<file path="config.mk">
export PLATFORM = sky130hd
export DESIGN_NAME = dmem_access_unit
export DESIGN_NICKNAME = d
export VERILOG_FILES = /design/src/rtl/dmem_pkg.sv /design/src/rtl/dmem_access_unit_load_extend.sv /design/src/rtl/dmem_access_unit.sv
export SDC_FILE = /design/constraint.sdc
export NUM_CORES = 1
export LEC_CHECK = 0
export ABC_AREA = 1
export CAP_MARGIN = 20
export CORE_MARGIN = 5
export CORE_UTILIZATION = 47
export CTS_CLUSTER_DIAMETER = 150
export DETAILED_ROUTE_END_ITERATION = 16
export PLACE_DENSITY = 0.87
export SYNTH_ARGS = -nofsm -noshare
export SYNTH_HDL_FRONTEND = slang
export SYNTH_HIERARCHICAL = 1
export SYNTH_SLANG_ARGS = --single-unit
</file>
<file path="constraint.sdc">
create_clock -name clk -period 2.1 [get_ports clk]
set_input_delay 0.315 -clock clk [delete_from_list [all_inputs] [get_ports clk]]
set_output_delay 0.315 -clock clk [all_outputs]
set_load 0.005 [all_outputs]
</file>
<file path="src/rtl/dmem_pkg.sv">
// Shared types and helpers for the data-memory access stage.
package dmem_pkg;

  typedef enum logic [1:0] {
    SZ_BYTE = 2'b00,
    SZ_HALF = 2'b01,
    SZ_WORD = 2'b10
  } size_e;

  typedef enum logic [1:0] {
    S_IDLE = 2'b00,
    S_BUSY = 2'b01,
    S_RESP = 2'b10
  } state_e;

  // The reserved encoding 2'b11 behaves exactly like a word access.
  function automatic size_e norm_size(input logic [1:0] raw);
    case (raw)
      2'b00:   return SZ_BYTE;
      2'b01:   return SZ_HALF;
      default: return SZ_WORD;
    endcase
  endfunction

  function automatic logic [3:0] byte_enable(input size_e sz, input logic [1:0] addr_lo);
    case (sz)
      SZ_BYTE: return 4'b0001 << addr_lo;
      SZ_HALF: return addr_lo[1] ? 4'b1100 : 4'b0011;
      default: return 4'b1111;
    endcase
  endfunction

  function automatic logic misaligned(input size_e sz, input logic [1:0] addr_lo);
    case (sz)
      SZ_HALF: return addr_lo[0];
      SZ_WORD: return addr_lo != 2'b00;
      default: return 1'b0;
    endcase
  endfunction

endpackage

</file>
<file path="src/rtl/dmem_access_unit_load_extend.sv">
// Load lane select plus sign/zero extension of the returned memory word.
module load_extend
  import dmem_pkg::*;
#(
  parameter int N = 32
) (
  input  logic [N-1:0] mem_rdata,
  input  logic [1:0]   addr_lo,
  input  size_e        size,
  input  logic         uns,
  output logic [N-1:0] result
);

  logic [N-1:0] lane;

  assign lane = mem_rdata >> {addr_lo, 3'b000};

  // Word accesses are always aligned, so the shifted lane equals the raw word.
  always_comb begin
    result = lane;
    case (size)
      SZ_BYTE: result = {{(N-8){lane[7] & ~uns}}, lane[7:0]};
      SZ_HALF: result = {{(N-16){lane[15] & ~uns}}, lane[15:0]};
      default: result = lane;
    endcase
  end

endmodule

</file>
<file path="src/rtl/dmem_access_unit.sv">
// Data-memory access stage: issues one byte/half/word access, stalls the core
// until mem_ack, returns the extended load value. Optional abort on wait-state
// timeout is enabled with `define DMEM_TIMEOUT_EN.
module dmem_access_unit
  import dmem_pkg::*;
#(
  parameter int N       = 32,
  parameter int TIMEOUT = 16
) (
  input  logic         clk,
  input  logic         reset,
  input  logic         req_valid,
  input  logic         req_we,
  input  logic [1:0]   req_size,
  input  logic         req_unsigned,
  input  logic [N-1:0] addr,
  input  logic [N-1:0] wdata,
  output logic         stall,
  output logic         done,
  output logic [N-1:0] rdata,
  output logic         misalign,
  output logic         bus_err,
  output logic         mem_req,
  output logic         mem_we,
  output logic [N-1:0] mem_addr,
  output logic [3:0]   mem_be,
  output logic [N-1:0] mem_wdata,
  input  logic         mem_ack,
  input  logic [N-1:0] mem_rdata
);

  state_e       state;
  size_e        req_sz, lat_size;
  logic         lat_uns;
  logic [1:0]   lat_lo;
  logic         req_mis, issue, abort;
  logic [N-1:0] st_data, ld_val;

  assign req_sz   = norm_size(req_size);
  assign req_mis  = misaligned(req_sz, addr[1:0]);
  assign misalign = (state == S_IDLE) && req_valid && req_mis;
  assign issue    = (state == S_IDLE) && req_valid && !req_mis;
  assign stall    = issue || (state == S_BUSY);

  always_comb begin
    st_data = wdata;
    case (req_sz)
      SZ_BYTE: st_data = {4{wdata[7:0]}};
      SZ_HALF: st_data = {2{wdata[15:0]}};
      default: st_data = wdata;
    endcase
  end

  load_extend #(.N(N)) u_ext (
    .mem_rdata (mem_rdata),
    .addr_lo   (lat_lo),
    .size      (lat_size),
    .uns       (lat_uns),
    .result    (ld_val)
  );

`ifdef DMEM_TIMEOUT_EN
  localparam int CW = $clog2(TIMEOUT + 1);
  logic [CW-1:0] to_cnt;

  // Abort wins over a same-cycle ack so a late ack can't race the error path.
  assign abort = (state == S_BUSY) && (to_cnt == CW'(TIMEOUT - 1));

  always_ff @(posedge clk) begin
    if (reset || issue)                            to_cnt <= '0;
    else if (state == S_BUSY && !mem_ack && !abort) to_cnt <= to_cnt + 1'b1;
  end
`else
  logic unused_timeout;
  assign unused_timeout = (TIMEOUT != 0);
  assign abort = 1'b0;
`endif

  always_ff @(posedge clk) begin
    if (reset) begin
      state     <= S_IDLE;
      lat_size  <= SZ_BYTE;
      lat_uns   <= 1'b0;
      lat_lo    <= 2'b00;
      mem_req   <= 1'b0;
      mem_we    <= 1'b0;
      mem_addr  <= '0;
      mem_be    <= 4'b0000;
      mem_wdata <= '0;
      rdata     <= '0;
      done      <= 1'b0;
      bus_err   <= 1'b0;
    end else begin
      done    <= 1'b0;
      bus_err <= 1'b0;
      case (state)
        S_IDLE: if (issue) begin
          lat_size  <= req_sz;
          lat_uns   <= req_unsigned;
          lat_lo    <= addr[1:0];
          mem_req   <= 1'b1;
          mem_we    <= req_we;
          mem_addr  <= {addr[N-1:2], 2'b00};
          mem_be    <= byte_enable(req_sz, addr[1:0]);
          mem_wdata <= st_data;
          state     <= S_BUSY;
        end
        S_BUSY: if (abort) begin
          mem_req <= 1'b0;
          rdata   <= '0;
          done    <= 1'b1;
          bus_err <= 1'b1;
          state   <= S_RESP;
        end else if (mem_ack) begin
          mem_req <= 1'b0;
          rdata   <= mem_we ? '0 : ld_val;
          done    <= 1'b1;
          state   <= S_RESP;
        end
        default: state <= S_IDLE;
      endcase
    end
  end

endmodule
</file>
==> results.sh, run 1 <==
export IMPL_status="finished, final reports clean"
export IMPL_die_area_um2=13020
export IMPL_finClkSkew_ps=10.69
export IMPL_synthFlopType="dfxtp_1"
export IMPL_synthTopCellsByCount="nand2_1 (218), nor2_1 (120), dfxtp_1 (108), o21ai_0 (80), nand3_1 (67)"
export IMPL_gp_congestion=0.9723
export IMPL_critPathMaxFanout=4
export IMPL_antenna_left=0
export IMPL_slew_headroom_pct=61.01
export IMPL_power_frac_clock_pct=28.1
export IMPL_firstDrtPassIters=5
export IMPL_yosysMostFrequentCell="nand2_1"
export IMPL_hold_viol=0
export IMPL_synth_seq_cells=108
export IMPL_hpwlAfterDp_mm=12.19
export IMPL_ios=210
export IMPL_min_period_ps=1770
export IMPL_pwr_share_seq_pct=46.2
export IMPL_fillCellCount=954
export IMPL_drc=0
export IMPL_rows=38
export IMPL_cts_root_buf="clkbuf_8"
export IMPL_setup_viol=0
export IMPL_p_leak_nw=3.171
export IMPL_area_delta_synth_final_pct=46.45
export IMPL_synth_area_leader_cell="dfxtp_1"
export IMPL_grt_pass1_wl_mm=26.20
export IMPL_synth_seq_area_share_pct=42.45
export IMPL_worst_hold_path_type="flip-flop to flip-flop"
export IMPL_worstSetupPathType="input pin to primary output"
export IMPL_grt_usage_pct=24.81
export IMPL_ys_warn_count=6
export IMPL_core_area_um2=10750
export IMPL_fin_crit_sh_pct=84.30
export IMPL_drv_slew=0
export IMPL_clkTransAtPathRegs_ps=110
export IMPL_h_tree_depth=3
export IMPL_fin_util_pct=69.42
export IMPL_r2r_setup_slack_ps=460
export IMPL_ys_types=26
export IMPL_cp_start_kind="input pin"
export IMPL_cts_buffers_inserted=9
export IMPL_avgRoutedWirePerCell_um=15.28
export IMPL_drtIter0Drc=401
export IMPL_startpoint="req_size[1]"
export IMPL_p_switching_mw=1.442
export IMPL_seqCellArea_um2=2162
export IMPL_power_density_nw_per_um2=651.2
export IMPL_grt_pass1_vias=5391
export IMPL_io_buffers=206
export IMPL_synth_area_leaders="dfxtp_1 (42%), nand2_1 (16%), nor2_1 (8.8%)"
export IMPL_swShare_pct=29.68
export IMPL_synth_top_area_share_pct=42.45
export IMPL_syn_avg_cell_area_um2=6.810
export IMPL_clkSinkCount=108
export IMPL_crit_required_ps=1780
export IMPL_num_antenna_cells=0
export IMPL_initial_core_util_pct=47.40
export IMPL_num_vias=5574
export IMPL_netlist_instances=748
export IMPL_clock_path_buffers=2
export IMPL_reg2reg_to="rdata[8]"
export IMPL_routed_wl_mm=16.55
export IMPL_synth_edf_count=0
export IMPL_combinationalPowerShare_pct=25.7
export IMPL_end_kind="primary output"
export IMPL_reg2regPathDepth=7
export IMPL_overflow=0
export IMPL_die_y_um=114.1
export IMPL_syn_area_um2=5094
export IMPL_arrival_ps=1460
export IMPL_power_mw=4.858
export IMPL_synthArstFlopShare_pct=0
export IMPL_die_w_um=114.1
export IMPL_grt_antenna_before_repair=0
export IMPL_whs_ps=470.1
export IMPL_vias_per_cell=5.147
export IMPL_finalSetupTns_ps=0
export IMPL_tritoncts="yes"
export IMPL_finalNetCount=1042
export IMPL_ir_worst_vdd_mv=0.3648
export IMPL_rsz0062_at_grt="false"
export IMPL_worstReg2RegStart="lat_lo[0]"
export IMPL_cap_violations=0
export IMPL_tightest_slew_ps=582.7
export IMPL_clock_fmax_mhz=564.9
export IMPL_intPower_mw=3.416
export IMPL_grt_max_degree=47
export IMPL_clk_latency_ps=370
export IMPL_drive_above_1_share_pct=7.953
export IMPL_crit_end="stall"
export IMPL_multi_input_area_um2=2535
[worst max-delay path, stage by stage]
cell and delay (ps):
clkdlybuf4s50_1 540, nand2_1 80, nand2_1 100, nand2_2 90, nand2_2 90, o21ai_0 70, dlymetal6s2s_1 170
[logic make-up after synthesis]
group                  Yosys count  share of synthesized area, %
flip-flops                     108                         42.45
AND/OR/NAND/NOR                431                         36.31
buffers and inverters           78                         8.032
AO/OA/AOI/OAI                  130                         13.14
other                            1                       0.07362
[registers in the layout, indices dropped and copies added (netlist names)]
| register | cells |
|---|---|
| mem_wdata | 32 |
| rdata | 32 |
| mem_addr | 30 |
| mem_be | 4 |
| lat_lo | 2 |
| lat_size | 2 |
| state | 2 |
| done | 1 |
| lat_uns | 1 |
| mem_req | 1 |
| mem_we | 1 |
[cell usage in the layout, fill, tap and decap left out]
| cell type | instances |
|---|---|
| buf_12 | 2 |
| o21ai_0 | 80 |
| nand3_2 | 15 |
| nor2_2 | 5 |
| inv_1 | 18 |
| nand3_4 | 1 |
| conb_1 | 3 |
| inv_2 | 5 |
| nand2_1 | 217 |
| o211ai_1 | 1 |
| dlymetal6s2s_1 | 2 |
| nand3_1 | 67 |
| a21oi_1 | 35 |
| bufinv_16 | 1 |
| nor2_4 | 1 |
| inv_6 | 3 |
| nor2_1 | 119 |
| a21oi_4 | 1 |
| o21ai_1 | 11 |
| clkdlybuf4s50_1 | 204 |
| and2_1 | 1 |
| buf_4 | 24 |
| clkinv_4 | 1 |
| dfxtp_1 | 108 |
| a22oi_1 | 2 |
| nand2_2 | 3 |
| clkbuf_8 | 10 |
| inv_8 | 1 |
| nand2_4 | 2 |
[final cells by class]
cell class / count / area share, %
clock buffers: 10 / 1.845
clock inverters: 6 / 1.023
inverters: 23 / 1.157
multi-input cells: 564 / 33.98
flip-flops and latches: 108 / 28.98
well taps: 140 / 2.348
repair buffers: 232 / 30.66
[metal layers]
layer  vias up  global-route usage (%)  part of all wire [%]
met2       244                   42.82                    48
li1       2776                       -                     -
met4         0                   6.888                   2.2
met1      2523                   28.69                    39
met5         -                       0                     0
met3        31                   9.514                    11
[what timing repair did]
item                       CTS  global route
hold buffers                 0             0
setup buffers                0             0
setup endpoints to repair    2             2
resized for setup            1             2
[worst min-delay path by stage]
stage	start	end	slack, ps	depth (start not counted)
5_1_grt	mem_wdata[20]	mem_wdata[20]	490	2
3_5_place_dp	mem_wdata[27]	mem_wdata[27]	460	2
2_1_floorplan	reset	mem_be[2]	380	1
3_3_place_gp	mem_req	mem_req	450	2
4_1_cts	mem_wdata[20]	mem_wdata[20]	470	2
6_report	mem_wdata[20]	mem_wdata[20]	470	2
[per-stage QoR]
stage | instance area [um^2] | instances | worst slack, ps
5_1_grt | 7460 | 1083 | 229.0
6_report | 7460 | 1083 | 329.8
3_3_place_gp | 7238 | 1067 | 33.92
4_1_cts | 7455 | 1083 | 4.914
2_1_floorplan | 5101 | 750 | 787.8
3_5_place_dp | 7238 | 1067 | 11.54
[power by group through the flow]
stage / registers (mW) / logic (mW) / clock network, mW
2_1_floorplan: 2.30 / 0.630 / 0
3_3_place_gp: 2.29 / 1.23 / 0
3_5_place_dp: 2.29 / 1.24 / 0
4_1_cts: 2.25 / 1.25 / 1.40
5_1_grt: 2.26 / 1.37 / 1.48
6_report: 2.25 / 1.25 / 1.37
Note: power is estimated with default switching activity, not from simulation.
==> run 2, diff against run 1 <==
--- a/config.mk
+++ b/config.mk
@@ -8,10 +8,10 @@
 export ABC_AREA = 1
 export CAP_MARGIN = 20
 export CORE_MARGIN = 5
-export CORE_UTILIZATION = 47
+export CORE_UTILIZATION = 39
 export CTS_CLUSTER_DIAMETER = 150
 export DETAILED_ROUTE_END_ITERATION = 16
-export PLACE_DENSITY = 0.87
+export PLACE_DENSITY = 0.77
 export SYNTH_ARGS = -nofsm -noshare
 export SYNTH_HDL_FRONTEND = slang
 export SYNTH_HIERARCHICAL = 1
==> constraint.sdc (replaced) <==
create_clock -name clk -period 1.55 [get_ports clk]
set_input_delay 0.2325 -clock clk [delete_from_list [all_inputs] [get_ports clk]]
set_output_delay 0.2325 -clock clk [all_outputs]
set_load 0.005 [all_outputs]
==> results.sh, run 2 (synthesis gave the netlist of run 1 again) <==
export IMPL_clock_path_buffers=2
export IMPL_post_cts_setup_buffer_count=0
export IMPL_path_cells="clkdlybuf4s50_1"
export IMPL_routed_wl_mm=17.49
export IMPL_crit_end="mem_wdata[30]"
export IMPL_cp_start_kind="flip-flop"
export IMPL_worstSetupPathType="flip-flop to primary output"
export IMPL_fin_util_pct=61.91
export IMPL_grt_max_degree=67
export IMPL_rsz0062_at_grt="false"
export IMPL_cts_buffers_inserted=9
export IMPL_die_y_um=124.3
export IMPL_drive_above_1_share_pct=10.19
export IMPL_status="finished, final reports clean"
export IMPL_worst_path_stages=1
export IMPL_hold_viol=0
export IMPL_grt_pass1_vias=5264
export IMPL_worst_hold_path_type="flip-flop to flip-flop"
export IMPL_io_buffers=206
export IMPL_critical_path_buf_inv_count=1
export IMPL_die_w_um=124.3
export IMPL_reg2regPathDepth=8
export IMPL_power_mw=7.205
export IMPL_initial_core_util_pct=40.04
export IMPL_finalNetCount=1061
export IMPL_grt_usage_pct=21.86
export IMPL_clkTransAtPathRegs_ps=70
export IMPL_hpwlAfterDp_mm=12.85
export IMPL_r2r_setup_slack_ps=120
export IMPL_tritoncts="yes"
export IMPL_seqCellArea_um2=2163
export IMPL_clkSinkCount=108
export IMPL_multi_input_area_um2=2537
export IMPL_slowest_delay_ps=550
export IMPL_whs_ps=465.2
export IMPL_critPathMaxFanout=2
export IMPL_place_ws_ps=-397.5
export IMPL_worstReg2RegStart="lat_lo[0]"
export IMPL_design_area_um2=7876
export IMPL_fin_crit_sh_pct=98.07
export IMPL_clock_fmax_mhz=657.9
export IMPL_ir_worst_vdd_mv=0.5553
export IMPL_area_delta_synth_final_pct=54.63
export IMPL_cts_root_buf="clkbuf_16"
export IMPL_fillCellCount=1255
export IMPL_firstDrtPassIters=5
export IMPL_layout_common_cells="nand2_1 (216), clkdlybuf4s50_1 (198), nor2_1 (119)"
export IMPL_overflow=0
export IMPL_power_density_nw_per_um2=914.7
export IMPL_layout_commonest_cell="nand2_1"
export IMPL_holdBufCountCts=0
export IMPL_crit_family="buffers and inverters"
export IMPL_gp_congestion=0.9103
export IMPL_rows=41
export IMPL_drv_slew=0
export IMPL_startpoint="mem_wdata[30]"
export IMPL_crit_slowest_cell="clkdlybuf4s50_1"
export IMPL_dpl_instance_area_um2=7538
export IMPL_tightest_slew_ps=640.9
export IMPL_p_leak_nw=3.391
export IMPL_finClkSkew_ps=7.363
export IMPL_grt_antenna_before_repair=0
export IMPL_largestRegisters="mem_wdata: 32 flops, rdata: 32 flops, mem_addr: 30 flops"
export IMPL_drtIter0Drc=440
export IMPL_ios=210
export IMPL_vias_per_cell=4.886
export IMPL_drc=0
export IMPL_cap_violations=0
export IMPL_die_area_um2=15450
export IMPL_slew_headroom_pct=57.11
export IMPL_end_kind="primary output"
export IMPL_avgRoutedWirePerCell_um=15.43
export IMPL_finalWorstSetupSlack_ps=29.90
export IMPL_antenna_left=0
export IMPL_num_antenna_cells=0
export IMPL_clk_latency_ps=360
export IMPL_reg2reg_to="rdata[23]"
export IMPL_core_area_um2=12720
export IMPL_h_tree_depth=3
export IMPL_crit_required_ps=1320
export IMPL_min_period_ps=1520
export IMPL_num_vias=5541
export IMPL_grt_pass1_wl_mm=27.56
export IMPL_arrival_ps=1290
export IMPL_worstHoldPathCells=2
export IMPL_setup_viol=0
-- run 2: layout make-up --
| class | count | area share, % |
|---|---|---|
| timing repair buffer | 251 | 32.61 |
| multi-input combinational | 564 | 32.22 |
| sequential | 108 | 27.47 |
| clock buffer | 10 | 2.907 |
| tap | 172 | 2.732 |
| inverter | 23 | 1.096 |
| clock inverter | 6 | 0.9690 |
-- run 2: layer usage --
metal | GRT usage (%) | vias up | share of wire (%)
met2 | 37.40 | 232 | 49
met1 | 25.71 | 2463 | 40
met4 | 7.672 | 0 | 2.0
met5 | 0 | - | 0
met3 | 6.947 | 24 | 9.3
li1 | - | 2822 | -
-- run 2: how the worst min path moves through the flow --
| stage | from | to | slack, ps |
|---|---|---|---|
| floorplan | reset | mem_be[2] | 300 |
| global placement | mem_wdata[21] | mem_wdata[21] | 450 |
| detailed placement | mem_wdata[18] | mem_wdata[18] | 460 |
| CTS | addr[29] | mem_addr[29] | 460 |
| global route | addr[24] | mem_addr[24] | 480 |
| finish | mem_wdata[18] | mem_wdata[18] | 470 |
-- run 2: through the flow --
step / TNS [ps] / instances
after CTS: 0 / 1133
final: 0 / 1134
after global routing: 0 / 1134
after detailed placement: -22760 / 1117
after global placement: -20220 / 1117
after floorplan: 0 / 750
-- run 2: power breakdown --
part           internal (mW)  switching (mW)
clock network           1.27            1.08
logic                  0.956           0.851
registers               2.95          0.0990
-- run 2: what timing repair did --
item,4_1_cts,5_1_grt
gates cloned,0,1
resized for setup,13,8
endpoints found under the setup margin,2,32
